--- src/rtl/conv_load_sched_if.sv ---
`default_nettype none
// +----------------------------------------------------------------------------+
// | Module : conv_load_sched_if                                                |
// | Burst-request and read-data channel between load scheduler and memory.     |
// | Rev    : 1.0                                                               |
// +----------------------------------------------------------------------------+
interface conv_load_sched_if #(
   parameter int N_CONV_UNIT = 8,
   parameter int DATA_WIDTH  = 64,
   parameter int B_LEN       = 11
) ();

   localparam int c_unit_w = $clog2(N_CONV_UNIT);

   logic                  req_valid;
   logic                  req_ready;
   logic                  req_type;
   logic [c_unit_w-1:0]   req_unit;
   logic [B_LEN-1:0]      req_len;

   logic                  rd_valid;
   logic [DATA_WIDTH-1:0] rd_data;
   logic                  rd_ready;

   modport master (
      output req_valid,
      input  req_ready,
      output req_type,
      output req_unit,
      output req_len,
      input  rd_valid,
      input  rd_data,
      output rd_ready
   );

   modport slave (
      input  req_valid,
      output req_ready,
      input  req_type,
      input  req_unit,
      input  req_len,
      output rd_valid,
      output rd_data,
      input  rd_ready
   );

endinterface
`default_nettype wire

--- src/rtl/conv_load_sched.sv ---
`default_nettype none
// +----------------------------------------------------------------------------+
// | Module : conv_load_sched                                                   |
// | Round-robin burst loader feeding weight/ftm buffers of the conv units.     |
// | Rev    : 1.0                                                               |
// +----------------------------------------------------------------------------+
module conv_load_sched #(
   parameter int N_CONV_UNIT     = 8,
   parameter int DATA_WIDTH      = 64,
   parameter int UNIT_BURSTS_WEI = 32,
   parameter int UNIT_BURSTS_FTM = 1024,
   parameter int B_LEN           = 11
) (
   input  logic                   clk,
   input  logic                   rst,
   input  logic [N_CONV_UNIT-1:0] wb_full,
   input  logic [N_CONV_UNIT-1:0] fb_full,
   input  logic [N_CONV_UNIT-1:0] wb_suff,
   input  logic [N_CONV_UNIT-1:0] fb_suff,
   conv_load_sched_if.master      mem,
   output logic [DATA_WIDTH-1:0]  di,
   output logic [N_CONV_UNIT-1:0] wb_we,
   output logic [N_CONV_UNIT-1:0] fb_we,
   output logic                   pipe_en,
   output logic                   busy
);

   localparam int c_n_slot = 2 * N_CONV_UNIT;
   localparam int c_slot_w = $clog2(c_n_slot);
   localparam int c_unit_w = $clog2(N_CONV_UNIT);

   localparam logic [B_LEN-1:0] c_len_wei = B_LEN'(UNIT_BURSTS_WEI);
   localparam logic [B_LEN-1:0] c_len_ftm = B_LEN'(UNIT_BURSTS_FTM);

   typedef enum logic [1:0] {
      ST_IDLE = 2'd0,
      ST_REQ  = 2'd1,
      ST_DATA = 2'd2
   } state_t;

   state_t                 state_q,    state_d;
   logic [c_slot_w-1:0]    rr_ptr_q,   rr_ptr_d;
   logic [B_LEN-1:0]       cnt_q,      cnt_d;
   logic                   req_type_q, req_type_d;
   logic [c_unit_w-1:0]    req_unit_q, req_unit_d;
   logic [B_LEN-1:0]       req_len_q,  req_len_d;
   logic [DATA_WIDTH-1:0]  di_q,       di_d;
   logic [N_CONV_UNIT-1:0] wb_we_q,    wb_we_d;
   logic [N_CONV_UNIT-1:0] fb_we_q,    fb_we_d;
   logic                   pipe_en_q;

   logic [c_n_slot-1:0]    w_elig;
   logic                   w_grant_found;
   logic [c_slot_w-1:0]    w_grant_slot;

   // Slot index arithmetic modulo the slot count (need not be a power of two).
   function automatic logic [c_slot_w-1:0] slot_add(
      input logic [c_slot_w-1:0] base,
      input int unsigned         off
   );
      logic [c_slot_w:0] sum;
      sum = {1'b0, base} + (c_slot_w+1)'(off);
      if (sum >= (c_slot_w+1)'(c_n_slot)) begin
         sum = sum - (c_slot_w+1)'(c_n_slot);
      end
      return sum[c_slot_w-1:0];
   endfunction

   generate
      for (genvar gu = 0; gu < N_CONV_UNIT; gu++) begin : g_elig
         assign w_elig[2*gu]   = ~wb_full[gu];
         assign w_elig[2*gu+1] = ~fb_full[gu];
      end
   endgenerate

   // Walk downward so the candidate closest to rr_ptr is the last one kept.
   always_comb begin
      logic [c_slot_w-1:0] cand;
      cand          = '0;
      w_grant_found = 1'b0;
      w_grant_slot  = '0;
      for (int i = c_n_slot - 1; i >= 0; i--) begin
         cand = slot_add(rr_ptr_q, i);
         if (w_elig[cand]) begin
            w_grant_found = 1'b1;
            w_grant_slot  = cand;
         end
      end
   end

   always_comb begin
      state_d    = state_q;
      rr_ptr_d   = rr_ptr_q;
      cnt_d      = cnt_q;
      req_type_d = req_type_q;
      req_unit_d = req_unit_q;
      req_len_d  = req_len_q;
      di_d       = di_q;
      wb_we_d    = '0;
      fb_we_d    = '0;

      case (state_q)
         ST_IDLE: begin
            if (w_grant_found) begin
               state_d    = ST_REQ;
               rr_ptr_d   = slot_add(w_grant_slot, 1);
               req_type_d = w_grant_slot[0];
               req_unit_d = w_grant_slot[c_slot_w-1:1];
               req_len_d  = w_grant_slot[0] ? c_len_ftm : c_len_wei;
            end
         end
         ST_REQ: begin
            if (mem.req_ready) begin
               state_d = ST_DATA;
               cnt_d   = '0;
            end
         end
         ST_DATA: begin
            // Full flags are ignored here: the buffer already reserved the burst.
            if (mem.rd_valid) begin
               di_d = mem.rd_data;
               if (req_type_q) begin
                  fb_we_d[req_unit_q] = 1'b1;
               end else begin
                  wb_we_d[req_unit_q] = 1'b1;
               end
               cnt_d = cnt_q + B_LEN'(1);
               if (cnt_q == req_len_q - B_LEN'(1)) begin
                  state_d = ST_IDLE;
               end
            end
         end
         default: begin
            state_d = ST_IDLE;
         end
      endcase
   end

   always_ff @(posedge clk) begin
      if (rst) begin
         state_q    <= ST_IDLE;
         rr_ptr_q   <= '0;
         cnt_q      <= '0;
         req_type_q <= 1'b0;
         req_unit_q <= '0;
         req_len_q  <= '0;
         di_q       <= '0;
         wb_we_q    <= '0;
         fb_we_q    <= '0;
         pipe_en_q  <= 1'b0;
      end else begin
         state_q    <= state_d;
         rr_ptr_q   <= rr_ptr_d;
         cnt_q      <= cnt_d;
         req_type_q <= req_type_d;
         req_unit_q <= req_unit_d;
         req_len_q  <= req_len_d;
         di_q       <= di_d;
         wb_we_q    <= wb_we_d;
         fb_we_q    <= fb_we_d;
         pipe_en_q  <= &(wb_suff & fb_suff);
      end
   end

   assign mem.req_valid = (state_q == ST_REQ);
   assign mem.req_type  = req_type_q;
   assign mem.req_unit  = req_unit_q;
   assign mem.req_len   = req_len_q;
   assign mem.rd_ready  = (state_q == ST_DATA);

   assign di      = di_q;
   assign wb_we   = wb_we_q;
   assign fb_we   = fb_we_q;
   assign pipe_en = pipe_en_q;
   assign busy    = (state_q != ST_IDLE);

endmodule
`default_nettype wire

--- src/flat_wrapper.sv ---
// flat-port wrapper written by rule: the top's interface ports become plain ports
module conv_load_sched_flat 
#(
   parameter int N_CONV_UNIT     = 8,
   parameter int DATA_WIDTH      = 64,
   parameter int UNIT_BURSTS_WEI = 32,
   parameter int UNIT_BURSTS_FTM = 1024,
   parameter int B_LEN           = 11
)
  (clk, rst, wb_full, fb_full, wb_suff, fb_suff, di, wb_we, fb_we, pipe_en, busy, mem_req_valid, mem_req_ready, mem_req_type, mem_req_unit, mem_req_len, mem_rd_valid, mem_rd_data, mem_rd_ready);
  conv_load_sched_if #(.N_CONV_UNIT(N_CONV_UNIT), .DATA_WIDTH(DATA_WIDTH), .B_LEN(B_LEN)) mem_i ();
  input  logic clk;
  input  logic rst;
  input  logic [N_CONV_UNIT-1:0] wb_full;
  input  logic [N_CONV_UNIT-1:0] fb_full;
  input  logic [N_CONV_UNIT-1:0] wb_suff;
  input  logic [N_CONV_UNIT-1:0] fb_suff;
  output logic [DATA_WIDTH-1:0] di;
  output logic [N_CONV_UNIT-1:0] wb_we;
  output logic [N_CONV_UNIT-1:0] fb_we;
  output logic pipe_en;
  output logic busy;
  output wire logic [$bits(mem_i.req_valid)-1:0] mem_req_valid;
  input wire logic [$bits(mem_i.req_ready)-1:0] mem_req_ready;
  output wire logic [$bits(mem_i.req_type)-1:0] mem_req_type;
  output wire logic [$bits(mem_i.req_unit)-1:0] mem_req_unit;
  output wire logic [$bits(mem_i.req_len)-1:0] mem_req_len;
  input wire logic [$bits(mem_i.rd_valid)-1:0] mem_rd_valid;
  input wire logic [$bits(mem_i.rd_data)-1:0] mem_rd_data;
  output wire logic [$bits(mem_i.rd_ready)-1:0] mem_rd_ready;
  assign mem_req_valid = mem_i.req_valid;
  assign mem_i.req_ready = mem_req_ready;
  assign mem_req_type = mem_i.req_type;
  assign mem_req_unit = mem_i.req_unit;
  assign mem_req_len = mem_i.req_len;
  assign mem_i.rd_valid = mem_rd_valid;
  assign mem_i.rd_data = mem_rd_data;
  assign mem_rd_ready = mem_i.rd_ready;
  conv_load_sched #(.N_CONV_UNIT(N_CONV_UNIT), .DATA_WIDTH(DATA_WIDTH), .UNIT_BURSTS_WEI(UNIT_BURSTS_WEI), .UNIT_BURSTS_FTM(UNIT_BURSTS_FTM), .B_LEN(B_LEN)) u_core (.clk(clk), .rst(rst), .wb_full(wb_full), .fb_full(fb_full), .wb_suff(wb_suff), .fb_suff(fb_suff), .mem(mem_i), .di(di), .wb_we(wb_we), .fb_we(fb_we), .pipe_en(pipe_en), .busy(busy));
endmodule
--- config.mk ---
export PLATFORM = sky130hd
export DESIGN_NAME = conv_load_sched_flat
export DESIGN_NICKNAME = d
export VERILOG_FILES = /design/src/rtl/conv_load_sched_if.sv /design/src/rtl/conv_load_sched.sv /design/src/flat_wrapper.sv
export SDC_FILE = /design/constraint.sdc
export NUM_CORES = 1
export LEC_CHECK = 0
export ABC_AREA = 1
export CORE_MARGIN = 2
export CORE_UTILIZATION = 40
export CTS_BUF_LIST = sky130_fd_sc_hd__clkbuf_4 sky130_fd_sc_hd__clkbuf_8 sky130_fd_sc_hd__clkbuf_16
export CTS_CLUSTER_SIZE = 25
export DETAILED_ROUTE_END_ITERATION = 8
export PLACE_DENSITY = 0.84
export SYNTH_ARGS = -nofsm -noshare
export SYNTH_HDL_FRONTEND = slang
export SYNTH_SLANG_ARGS = --single-unit
--- constraint.sdc ---
create_clock -name clk -period 3.8 [get_ports clk]
set_input_delay 0.76 -clock clk [delete_from_list [all_inputs] [get_ports clk]]
set_output_delay 0.76 -clock clk [all_outputs]
set_load 0.02 [all_outputs]
==> metrics.md <==
| Metric | Value |
|---|---|
| Post-CTS Setup Repair Bufs | `0` |
| CP Class | `reg2reg` |
| Port-buffer cells | `189` |
| Post-synthesis sequential area ratio | `37.8%` |
| Ports | `199` |
| Comb pwr share | `63.7%` |
| Area contributors post-synth | `dfxtp_1, nand2_1, a21oi_1` |
| DRC violations left | `0` |
| Slew @ Worst Pin | `0.651 ns` |
| Rel. slew slack | `56.6%` |
| WL per Instance | `14.3 µm` |
| Crit path DAT | `3.56 ns` |
| Ant diodes | `0` |
| DP HPWL | `12700 µm` |
| Pwr dens | `792 nW/µm²` |
| TritonCTS Buffers | `9` |
| WL final | `16900 µm` |
| Sw power | `3.07 mW` |
| Max-cap viol count | `0` |
| CP Launch Type | `flop` |
| PnR worst setup slack | `0.470 ns` |
| Vias post-DR | `5985` |
| Period minus WS final | `3.33 ns` |
| Synth cell types | `37` |
| Clk slew on worst S/H paths | `0.07 ns` |
| Flop pwr share | `19.4%` |
| Post-Syn Area | `5400 µm²` |
| Leading cell type in the layout, fill and taps excluded | `nand2_1` |
| Leading cell types in the layout, fill and taps excluded | `nand2_1, clkdlybuf4s50_1, a21oi_1` |
| Req. time, crit path | `4.03 ns` |
| # fillers | `1232` |
| Syn Area/Cell | `6.58 µm²` |
| Die footprint | `14400 µm²` |
| Routability-driven placement congestion ratio | `0.998` |
| Congestion Overflow GR | `0` |
| Fmax | `300 MHz` |
| Leakage power | `3.12 nW` |
| # setup viols final | `0` |
| Peak supply drop | `0.389 mV` |
| DR iter-0 viols | `311` |
| CP max stage delay | `0.41 ns` |
| CTS H-tree lvls | `3` |
| CP max stage cell | `ha_1` |
| Initial core utilization | `40.9%` |
| Layout cells sized above 1 | `5.59%` |
| 1st-pass router iterations | `5` |
| Layout Skew | `0.00746 ns` |
| Pwr Total | `6.12 mW` |
| Vias in the first global route | `5804` |
| Setup WS pre-CTS | `0.311 ns` |
| Die width | `120 µm` |
| Power Internal | `3.05 mW` |
| Clock Power Share | `16.8%` |
| Synth warn | `0` |
| Dominant cell type by area after synthesis | `dfxtp_1` |
| Synth-to-Final Area Change | `43.2%` |
| Max-slew violations | `0` |
| GR Util All Layers | `23.4%` |
| Initial antenna violation count | `0` |
| CTS root buffer | `clkbuf_16` |
| Core Region | `13200 µm²` |
| RSZ-0062 raised after global routing | `false` |
| Hold_buf cts | `0` |
| Post-synthesis instance total | `820` |
| Final Cycle Share | `87.6%` |
| Num rows | `42` |
| CP endpoint kind | `flop` |
| Detail Route Antenna Nets | `0` |
| Setup TNS | `0 ns` |
| Worst Path Max Fanout | `16` |
| CTS max path bufs | `2` |
| Register area | `2040 µm²` |
| M1 GR Usage | `25.4%` |
| FF+latch count, synth | `102` |
| Pin count of the biggest net entering global routing | `66` |
| First-pass GRT wire length | `27300 µm` |
| Post-CTS sizing | `0` |
| Area occupied by multi-input gates | `2930 µm²` |
| Met2 usage | `42.9%` |
| GRT met3 Usage | `7.94%` |
| Net Sw Frac | `50.2%` |
| Synth top area share | `37.8%` |
| Final net count | `1105` |
| CTS sink cnt | `102` |
| Status | `finished, final reports clean` |
| Vias per std cell | `5.08` |
| Hold crit path type | `reg2reg` |
| Die H | `120 µm` |
| CTS tree | `built` |
| Worst skew pair latency | `0.35 ns` |
| Busiest grt layer | `met2` |
| Final hold violation count | `0` |
| Crit path top cell by count | `nand2_1` |
[cell type report]
type | count | area share, %
clock buffers | 9 | 2.91
repair buffers | 201 | 25.6
inverters | 58 | 2.82
well taps | 176 | 2.85
clock inverters | 7 | 1.46
multi-input cells | 624 | 37.9
flip-flops and latches | 102 | 26.4
[power by group through the flow]
stage | clock network, mW | logic, mW | registers, mW
after floorplan | 0 | 2.90 | 1.24
after global placement | 0 | 3.84 | 1.21
after detailed placement | 0 | 3.85 | 1.21
after CTS | 1.05 | 3.86 | 1.19
after global routing | 1.09 | 4.48 | 1.20
final | 1.03 | 3.90 | 1.19
[through the flow]
step	hold slack (ns)	instances	instance area (µm²)	utilization (%)
after floorplan	0.452	828	5430	-
after global placement	0.451	1161	7390	56.0
after detailed placement	0.456	1161	7390	56.0
after CTS	0.465	1177	7730	58.6
after global routing	0.482	1177	7730	58.6
final	0.464	1177	7730	58.6
[state kept, by name, summed over array words and instances, names as in the netlist]
signal               cells
u_core.pipe_en           1
u_core.fb_we             8
u_core.rr_ptr_q          4
u_core.wb_we             8
u_core.mem.req_unit      3
u_core.di               64
u_core.mem.req_len       1
u_core.cnt_q            11
u_core.state_q           2
[synth_stat cells]
master and n:
clkbuf_1 21, xor2_2 1, o41ai_1 1, xnor2_1 2
ha_1 9, o21bai_1 1, a211oi_1 2, a31oi_1 6
nor2_2 1, nand3b_1 2, o21ai_0 10, nor2_1 35
inv_2 6, and3_1 1, buf_2 6, xor2_4 1
nor4_1 6, xnor2_2 1, nand2_4 1, o21ai_1 4
nor3_1 5, nand2_2 8, buf_1 1, conb_1 1
a21oi_2 1, nand3_2 5, buf_4 14, nand2_1 288
buf_6 1, inv_1 52, dfxtp_1 102, dlygate4sd1_1 1
nand3_1 96, nand4_1 5, a21oi_1 118, xor2_1 3
o21a_1 2
[routing by layer]
metal | wire length (µm) | part of all wire [%]
met1 | 6580 | 39
met5 | 0 | 0
met4 | 346 | 2.0
met2 | 8450 | 50
met3 | 1500 | 8.9
[path summary, 6_finish.rpt]
kind	from	to	slack, ns	cells after the start
worst max-delay path	u_core.rr_ptr_q[1]	u_core.rr_ptr_q[1]	0.47	25
worst min-delay path	u_core.di[0]	u_core.di[0]	0.46	2
worst max register to register	u_core.rr_ptr_q[1]	u_core.rr_ptr_q[1]	0.47	25
worst min register to register	u_core.di[0]	u_core.di[0]	0.46	2
[cells by family after synthesis]
group	count (synthesis)	share of synthesized area, %
compound gates	145	14.0
simple gates	453	35.7
xor+xnor	8	1.92
flops	102	37.8
other cells	1	0.0695
fa+ha+maj	9	2.09
buf+inv	102	8.44
[critical path: cells and delay by family (launching register included)]
family / cells / cell delay (ns)
AO/OA/AOI/OAI: 4 / 0.50
flip-flops: 1 / 0.33
adder cells (fa/ha/maj): 2 / 0.70
AND/OR/NAND/NOR: 15 / 1.01
buffers and inverters: 4 / 0.67
Power figures use the tool's default switching activity.
